**src/rtl/plru_replacement_unit.sv**
```systemverilog
// Tree pseudo-LRU replacement state for a set-associative cache: one tree per set,
// registered one-hot victim selection (invalid ways first) and a set-by-set flush sweep.
module plru_replacement_unit #(
    parameter int NUM_WAYS = 4,
    parameter int NUM_SETS = 16,
    localparam int SET_IDX_WIDTH = $clog2(NUM_SETS)
) (
    input  logic                     i_clk,
    input  logic                     i_rst,
    input  logic                     i_query_valid,
    input  logic [SET_IDX_WIDTH-1:0] i_query_set,
    input  logic [NUM_WAYS-1:0]      i_query_valid_bits,
    output logic [NUM_WAYS-1:0]      o_victim_mask,
    output logic                     o_victim_valid,
    input  logic                     i_touch_valid,
    input  logic [SET_IDX_WIDTH-1:0] i_touch_set,
    input  logic [NUM_WAYS-1:0]      i_touch_way_mask,
    input  logic                     i_flush,
    output logic                     o_busy,
    output logic                     o_dbg_state
);
    localparam int LEVELS = $clog2(NUM_WAYS);
    localparam int NODES  = NUM_WAYS - 1;
    localparam logic [SET_IDX_WIDTH-1:0] LAST_SET = SET_IDX_WIDTH'(NUM_SETS - 1);

    typedef enum logic {ST_IDLE = 1'b0, ST_FLUSH = 1'b1} state_t;

    // Handshake: i_query_valid / i_touch_valid are single-cycle strobes with no ready;
    // they are taken whenever the unit is idle or on the final flush cycle, and dropped
    // otherwise. o_busy tells the requester when strobes would be dropped.
    state_t                           r_state;
    state_t                           w_state_next;
    logic [SET_IDX_WIDTH-1:0]         r_cnt;
    logic [NUM_SETS-1:0][NODES-1:0]   r_tree;
    logic [NUM_WAYS-1:0]              r_victim_mask;
    logic                             r_victim_valid;

    logic                w_last;
    logic                w_accept;
    logic [NODES-1:0]    w_q_tree;
    logic [LEVELS-1:0]   w_walk_idx;
    logic [LEVELS-1:0]   w_inv_idx;
    logic [LEVELS-1:0]   w_victim_idx;
    logic [NUM_WAYS-1:0] w_victim_mask;
    logic [LEVELS-1:0]   w_t_idx;
    logic [NODES-1:0]    w_t_base;
    logic [NODES-1:0]    w_t_tree;
    logic                w_t_ok;
    logic                w_q_ok;

    always_comb begin
        w_state_next = r_state;
        case (r_state)
            ST_IDLE:  if (i_flush) w_state_next = ST_FLUSH;
            ST_FLUSH: if (r_cnt == LAST_SET) w_state_next = ST_IDLE;
            default:  w_state_next = ST_IDLE;
        endcase
    end

    assign w_last   = (r_state == ST_FLUSH) && (r_cnt == LAST_SET);
    assign w_accept = (r_state == ST_IDLE) || w_last;
    assign w_q_ok   = i_query_valid && w_accept;
    assign w_t_ok   = i_touch_valid && $onehot(i_touch_way_mask) && w_accept;

    // On the final flush cycle the set being cleared must be seen as already zero.
    assign w_q_tree = (w_last && (i_query_set == r_cnt)) ? '0 : r_tree[i_query_set];
    assign w_t_base = (w_last && (i_touch_set == r_cnt)) ? '0 : r_tree[i_touch_set];

    // Path bits collected root-first form the way index directly.
    always_comb begin
        int p;
        p = 0;
        for (int l = 0; l < LEVELS; l++) begin
            p = 2 * p + int'(w_q_tree[(1 << l) - 1 + p]);
        end
        w_walk_idx = p[LEVELS-1:0];
    end

    always_comb begin
        w_inv_idx = '0;
        for (int i = NUM_WAYS - 1; i >= 0; i--) begin
            if (!i_query_valid_bits[i]) w_inv_idx = LEVELS'(i);
        end
    end

    assign w_victim_idx  = (&i_query_valid_bits) ? w_walk_idx : w_inv_idx;
    assign w_victim_mask = NUM_WAYS'(1) << w_victim_idx;

    always_comb begin
        w_t_idx = '0;
        for (int i = 0; i < NUM_WAYS; i++) begin
            if (i_touch_way_mask[i]) w_t_idx = LEVELS'(i);
        end
    end

    // Each node on the path points at the half the touched way is not in.
    always_comb begin
        w_t_tree = w_t_base;
        for (int l = 0; l < LEVELS; l++) begin
            w_t_tree[(1 << l) - 1 + int'(w_t_idx >> (LEVELS - l))] = ~w_t_idx[LEVELS-1-l];
        end
    end

    always_ff @(posedge i_clk or posedge i_rst) begin
        if (i_rst) begin
            r_state        <= ST_IDLE;
            r_cnt          <= '0;
            r_tree         <= '0;
            r_victim_valid <= 1'b0;
            r_victim_mask  <= '0;
        end else begin
            r_state <= w_state_next;
            if (r_state == ST_FLUSH) begin
                r_tree[r_cnt] <= '0;
                r_cnt         <= r_cnt + SET_IDX_WIDTH'(1);
            end else begin
                r_cnt <= '0;
            end
            if (w_t_ok) r_tree[i_touch_set] <= w_t_tree;
            r_victim_valid <= w_q_ok;
            r_victim_mask  <= w_q_ok ? w_victim_mask : '0;
        end
    end

    assign o_victim_valid = r_victim_valid;
    assign o_victim_mask  = r_victim_mask;
    assign o_busy         = (r_state == ST_FLUSH);
    assign o_dbg_state    = r_state;
endmodule

```
**config.mk**
```make
export PLATFORM = sky130hd
export DESIGN_NAME = plru_replacement_unit
export DESIGN_NICKNAME = d
export VERILOG_FILES = /design/src/rtl/plru_replacement_unit.sv
export SDC_FILE = /design/constraint.sdc
export NUM_CORES = 1
export LEC_CHECK = 0
export CORE_ASPECT_RATIO = 1.4
export CORE_MARGIN = 10
export CORE_UTILIZATION = 25
export CTS_BUF_LIST = sky130_fd_sc_hd__clkbuf_8 sky130_fd_sc_hd__clkbuf_16
export CTS_CLUSTER_SIZE = 28
export DETAILED_ROUTE_END_ITERATION = 8
export GPL_ROUTABILITY_DRIVEN = 0
export HOLD_SLACK_MARGIN = 0.05
export PLACE_DENSITY = 0.39
export SYNTH_ARGS = -nofsm -noshare
export SYNTH_HDL_FRONTEND = slang
export SYNTH_SLANG_ARGS = --single-unit
```
**constraint.sdc**
```tcl
create_clock -name i_clk -period 4.15 [get_ports i_clk]
set_input_delay 0.83 -clock i_clk [delete_from_list [all_inputs] [get_ports i_clk]]
set_output_delay 0.83 -clock i_clk [all_outputs]
set_load 0.02 [all_outputs]
```
Word-level counts from Yosys, hierarchy flattened
Index checks and enable logic that the tools add are counted.

word-level totals
  register bits after elaboration = 58
  input port bits = 21
  output and inout port bits = 7
  logic and storage cells = 88

cells by class
  add/sub/neg operators = 7
  magnitude comparators = 8
  eq/ne operators = 4
  shift operators = 1
  multiplexer cells = 32
  bitwise gates (word level) = 5
  reductions and logical operators = 11

operators by type and width
  cell                 number
  $mux 48              2
  $and 48x48->48       1
  $bwmux 48            1
  $not 48->48          1
  $bmux 3 s4           2
  $demux 3 s4          2
  $mux 3               6
  $lt 4x5->1 const B   3
  $mux 2               7
  $logic_and 1x1->1    9
  $eq 4x4->1           2
  $ge 4x1->1 const B   2
  $mux 4               2
  $lt 2x3->1 const B   2
  $mux 1               6
  $add 1x1->2          2
  $add 1x1->2 const A  2
  $add 4x1->4 const B  1
  $eq 4x4->1 const B   1
  $reduce_and 4->1     1
  $shl 1x2->4 const A  1
  $add 2x2->3          1
  $bwmux 3             1
  $eq 3x1->1 const B   1
  other kinds (7)      9

Logic depth before layout (Yosys ltp)
  depth in word-level cells = 12
  depth in mapped cells = 12
  gate-level depth less buffers = 10

Worst setup path before layout
No wires, ideal clock.

  kind = input to register
  start point = input port i_touch_way_mask[3]
  end point = register r_tree[29] in the netlist's numbering
  setup time = 0.143 ns
  arrival = 3.332 ns
  data required time = 4.007 ns
  slack = 0.674 ns
  stages = 11
  path buffers = 1
  path through = clkbuf_1 inv_1 fa_1 inv_1 ha_1 ha_1 nand4bb_1 a2111oi_2 nand2_1 nand3_1 o31ai_2

between the ends
  word-level cells in the longest chain between the ends = 9
  elaborated cells between the ends (all ways) = 16
  classes of those cells = 3 x add/sub; 2 x order compare; 1 x eq/ne; 6 x mux; 1 x bitwise; 3 x reduce/logical

RTL lines
  what                                                                   line  text
  start, declared                                                        17    input logic [NUM_WAYS-1:0] i_touch_way_mask,
  $mux 2                                                                 92    if (i_touch_way_mask[i]) w_t_idx = LEVELS'(i);
  $add 1x1->2                                                            100   w_t_tree[(1 << l) - 1 + int'(w_t_idx >> (LEVELS - l))] = ~w_t_idx[LEVELS-1-l];
  $lt 2x3->1 (implied by the code) / $ge 2x1->1 (equally long branches)  100
  $logic_and 1x1->1 (implied by the code)                                100
  $mux 1 (implied by the code)                                           100
  $demux 1 s2                                                            100
  $bwmux 3                                                               100
  $bwmux 48                                                              119   if (w_t_ok) r_tree[i_touch_set] <= w_t_tree;
  $mux 48 *                                                              119
  end signal, assigned by index                                          119
  end, declared                                                          34    logic [NUM_SETS-1:0][NODES-1:0] r_tree;

Mark *: on every way between the ends. The rest lies on a longest branch, timed or not.

Worst setup path in the final report
  start point = input port i_touch_way_mask[1]
  end point = register r_tree[33] in the netlist's numbering

between the ends
  word-level cells in the longest chain between the ends = 7
  elaborated cells between the ends (all ways) = 12
  classes of those cells = 2 x add/sub; 1 x eq/ne; 6 x mux; 1 x bitwise; 2 x reduce/logical

RTL lines
  what                                                                 line
  parallel branches: the longest is 6 deep, another holds $add 2x2->3  -
  $mux 48 *                                                            119

Mark *: on every way between the ends.

==> run_results.csv <==
group,metric,value,unit
sta,slew_headroom,0.518,
sta,finalMaxSlewViolations,0,
floorplanning,io_pins,28,
yosys,synth_cell_types,48,
yosys,synth_top_family_by_area,"multiplexers",
sta,holdWs,0.499,ns
cts,postCtsSetupRepairBufs,0,
power,p_total,0.00190,W
placement,hpwlAfterDp,8570,um
run,drv_cap,0,
drt,drtAntennaViolNets,0,
floorplanning,fp-row-count,51,
sta,finalSetupViolCount,0,
global_routing,grt_max_degree,29,
cts,cts_hold_buf,0,
cts,htreeDepth,3,
yosys,syn-cell-area,3580,um2
cts,cts-root-buf,"clkbuf_16",
power,power_density,432,nW/um2
worst_setup_path,critPathCaptureType,"flop",
worst_setup_path,worst_ep_arrival_time,3.87,ns
finish,area_delta_synth_final,23.0,%
sta,fin_crit_sh,0.878,
power,p_leak,1.82,nW
cts,cts_resized,0,
finish,design_area,4400,um2
sta,rsz0062_at_grt,"no",
floorplanning,die_w,121,um
outcome,outcome,"completed",
global_routing,grt_pass1_wl,17600,um
yosys,synth-compound-area-share,0.164,
global_routing,use_met3,0.0255,
yosys,yosys_warnings,0,
floorplanning,start_util,0.256,
yosys,avgSynthCellArea,11.5,um2
drt,routed_wl,11300,um
global_routing,gr-usage-all-layers,0.121,
finish,nets,377,
sta,worst_slew_pin_slew,0.723,ns
global_routing,antenna_found_initial,0,
finish,final_common_cell,"dfrtp_1",
cts,clockBufferDepth,2,
sta,fin_skew,0.00815,ns
placement,port_buffers,27,
yosys,synth-xor-area-share,0.0147,
yosys,syn_inst,312,
global_routing,grt.met2_usage,0.207,
worst_setup_path,cp.required,4.37,ns
sta,worst_slack,0.506,ns
worst_setup_path,worstPathCellList,"clkdlybuf4s50_1 > inv_1 > fa_1 > inv_1 > ha_1 > ha_1 > nand4bb_1 > buf_4 > a2111oi_4 > nand2_1 > a31o_2",
drt,drtIter0Drc,176,
sta,max_freq,274,MHz
drt,via_per_inst,4.98,
drt,routed-via-count,2677,
drt,wl_per_cell,20.9,um
yosys,ys.flop_type,"dfrtp_1",
yosys,yosys_register_bits,58,
cts,cts_sinks,58,
yosys,synthArstFlopShare,1.00,
yosys,yosys-mux-area-fraction,0.177,
global_routing,grt_overflow,0,
cts,insertion_delay,0.34,ns
floorplanning,core,14000,um2
worst_setup_path,cp-start-kind,"input port",
worst_setup_path,criticalPathCategory,"in2reg",
sta,period_minus_slack,3.64,ns
cts,cts_buffers,9,
global_routing,grt-busiest-layer,"met2",
finish,final_cell_mix,"58 x dfrtp_1, 44 x nand2_1, 41 x nand3_1",
worst_setup_path,max_stage_delay,0.50,ns
worst_setup_path,critPathMaxFanout,5,
finish,drive_gt1_frac,0.229,
floorplanning,die_h,162,um
floorplanning,die_area,19600,um2
placement,dp_slack,0.132,ns
cts,cts_tree,"yes",
drt,dr.pass1.iters,4,
yosys,synthSimpleGateAreaFrac,0.163,
worst_setup_path,critPathSlowestCell,"fa_1",
finish,n_antenna_cell,0,
placement,place_area,4080,um2
global_routing,grt_util_met1,0.140,
yosys,yosys.area_share.adder,0.0266,
hold_path,hold_path_class,"reg2reg",
global_routing,grt_pass1_vias,2858,
worst_setup_path,cp_top_family,"adder cells",
yosys,syn_nets,340,
sta,hold_violations,0,
worst_setup_path,critPathBufInv,4,
drt,drc,0,
cts,path_clk_slew,0.05,ns
yosys,yosysSeqAreaShare,0.406,
sta,fin_tns_setup,0,ns
yosys,synth_edf_count,0,
power,peakVddDrop,0.181,mV
-- final timing paths --
path / startpoint / endpoint / cells after the start / slack [ns]
max reg2reg: r_cnt[0] / r_tree[33] / 5 / 1.69
min: r_tree[3] / r_tree[3] / 2 / 0.50
max in group asynchronous: i_rst / r_tree[9] / 3 / 2.43
max: i_touch_way_mask[1] / r_tree[33] / 11 / 0.51
min reg2reg: r_tree[3] / r_tree[3] / 2 / 0.50
min in group asynchronous: i_rst / o_victim_valid / 2 / 0.89
-- worst min-delay path, cell delays in order (launching register included) --
cell     delay, ns
dfrtp_1       0.34
nand3_1       0.06
o21ai_0       0.07
-- where the power goes --
group          internal (W)  switching (W)
clock network      0.000550       0.000258
registers          0.000607      0.0000851
logic              0.000156       0.000244
-- per-layer routing --
metal / share of wire / wire [um]
met4: 0.022 / 250
met1: 0.43 / 4890
met3: 0.038 / 431
met5: 0 / 0
met2: 0.50 / 5680
-- final cells by class --
class                      count  area, um2
clock inverter                 4       67.6
multi-input combinational    224       1950
fill                        1395       9570
timing repair buffer          42        395
inverter                      14       52.6
clock buffer                  11        253
tap                          185        231
sequential                    58       1450
-- state kept, by name, summed over array words and instances (netlist names) --
register	flops
r_tree	48
o_victim_mask	4
r_cnt	4
o_busy	1
o_victim_valid	1
-- Yosys cell counts, types with 2 or more instances --
cell type | count | area [um2]
dfrtp_1 | 58 | 1450
clkbuf_1 | 5 | 18.8
nand2_1 | 44 | 165
mux2i_4 | 4 | 90.1
o21ai_0 | 20 | 100
a31o_2 | 4 | 35.0
a22oi_1 | 4 | 30.0
buf_2 | 3 | 15.0
nor2b_1 | 4 | 25.0
nand3_1 | 41 | 205
ha_1 | 6 | 75.1
xor2_1 | 3 | 26.3
mux2i_1 | 10 | 100
xnor2_1 | 3 | 26.3
a21oi_1 | 2 | 10.0
mux4_1 | 4 | 105
and2_1 | 7 | 43.8
a2111oi_4 | 2 | 55.1
inv_1 | 14 | 52.6
a2111oi_2 | 2 | 30.0
nor2_1 | 8 | 30.0
o31ai_2 | 9 | 113
o31ai_1 | 6 | 45.0
buf_6 | 5 | 56.3
mux4_2 | 15 | 338
nor3_2 | 2 | 20.0
o21ai_2 | 6 | 52.6
-- per-stage QoR --
step	instances	utilization
3_5_place_dp	523	0.292
3_3_place_gp	523	0.292
2_1_floorplan	312	-
5_1_grt	538	0.315
6_report	538	0.315
4_1_cts	538	0.315
-- kinds of logic after synthesis --
kind of cell,Yosys count
and+or+nand+nor,115
adders and majority gates,7
DFF,58
muxes,33
buffers and inverters,30
AOI/OAI and AO/OA,63
xor gates and xnor gates,6
Power figures use the tool's default switching activity.
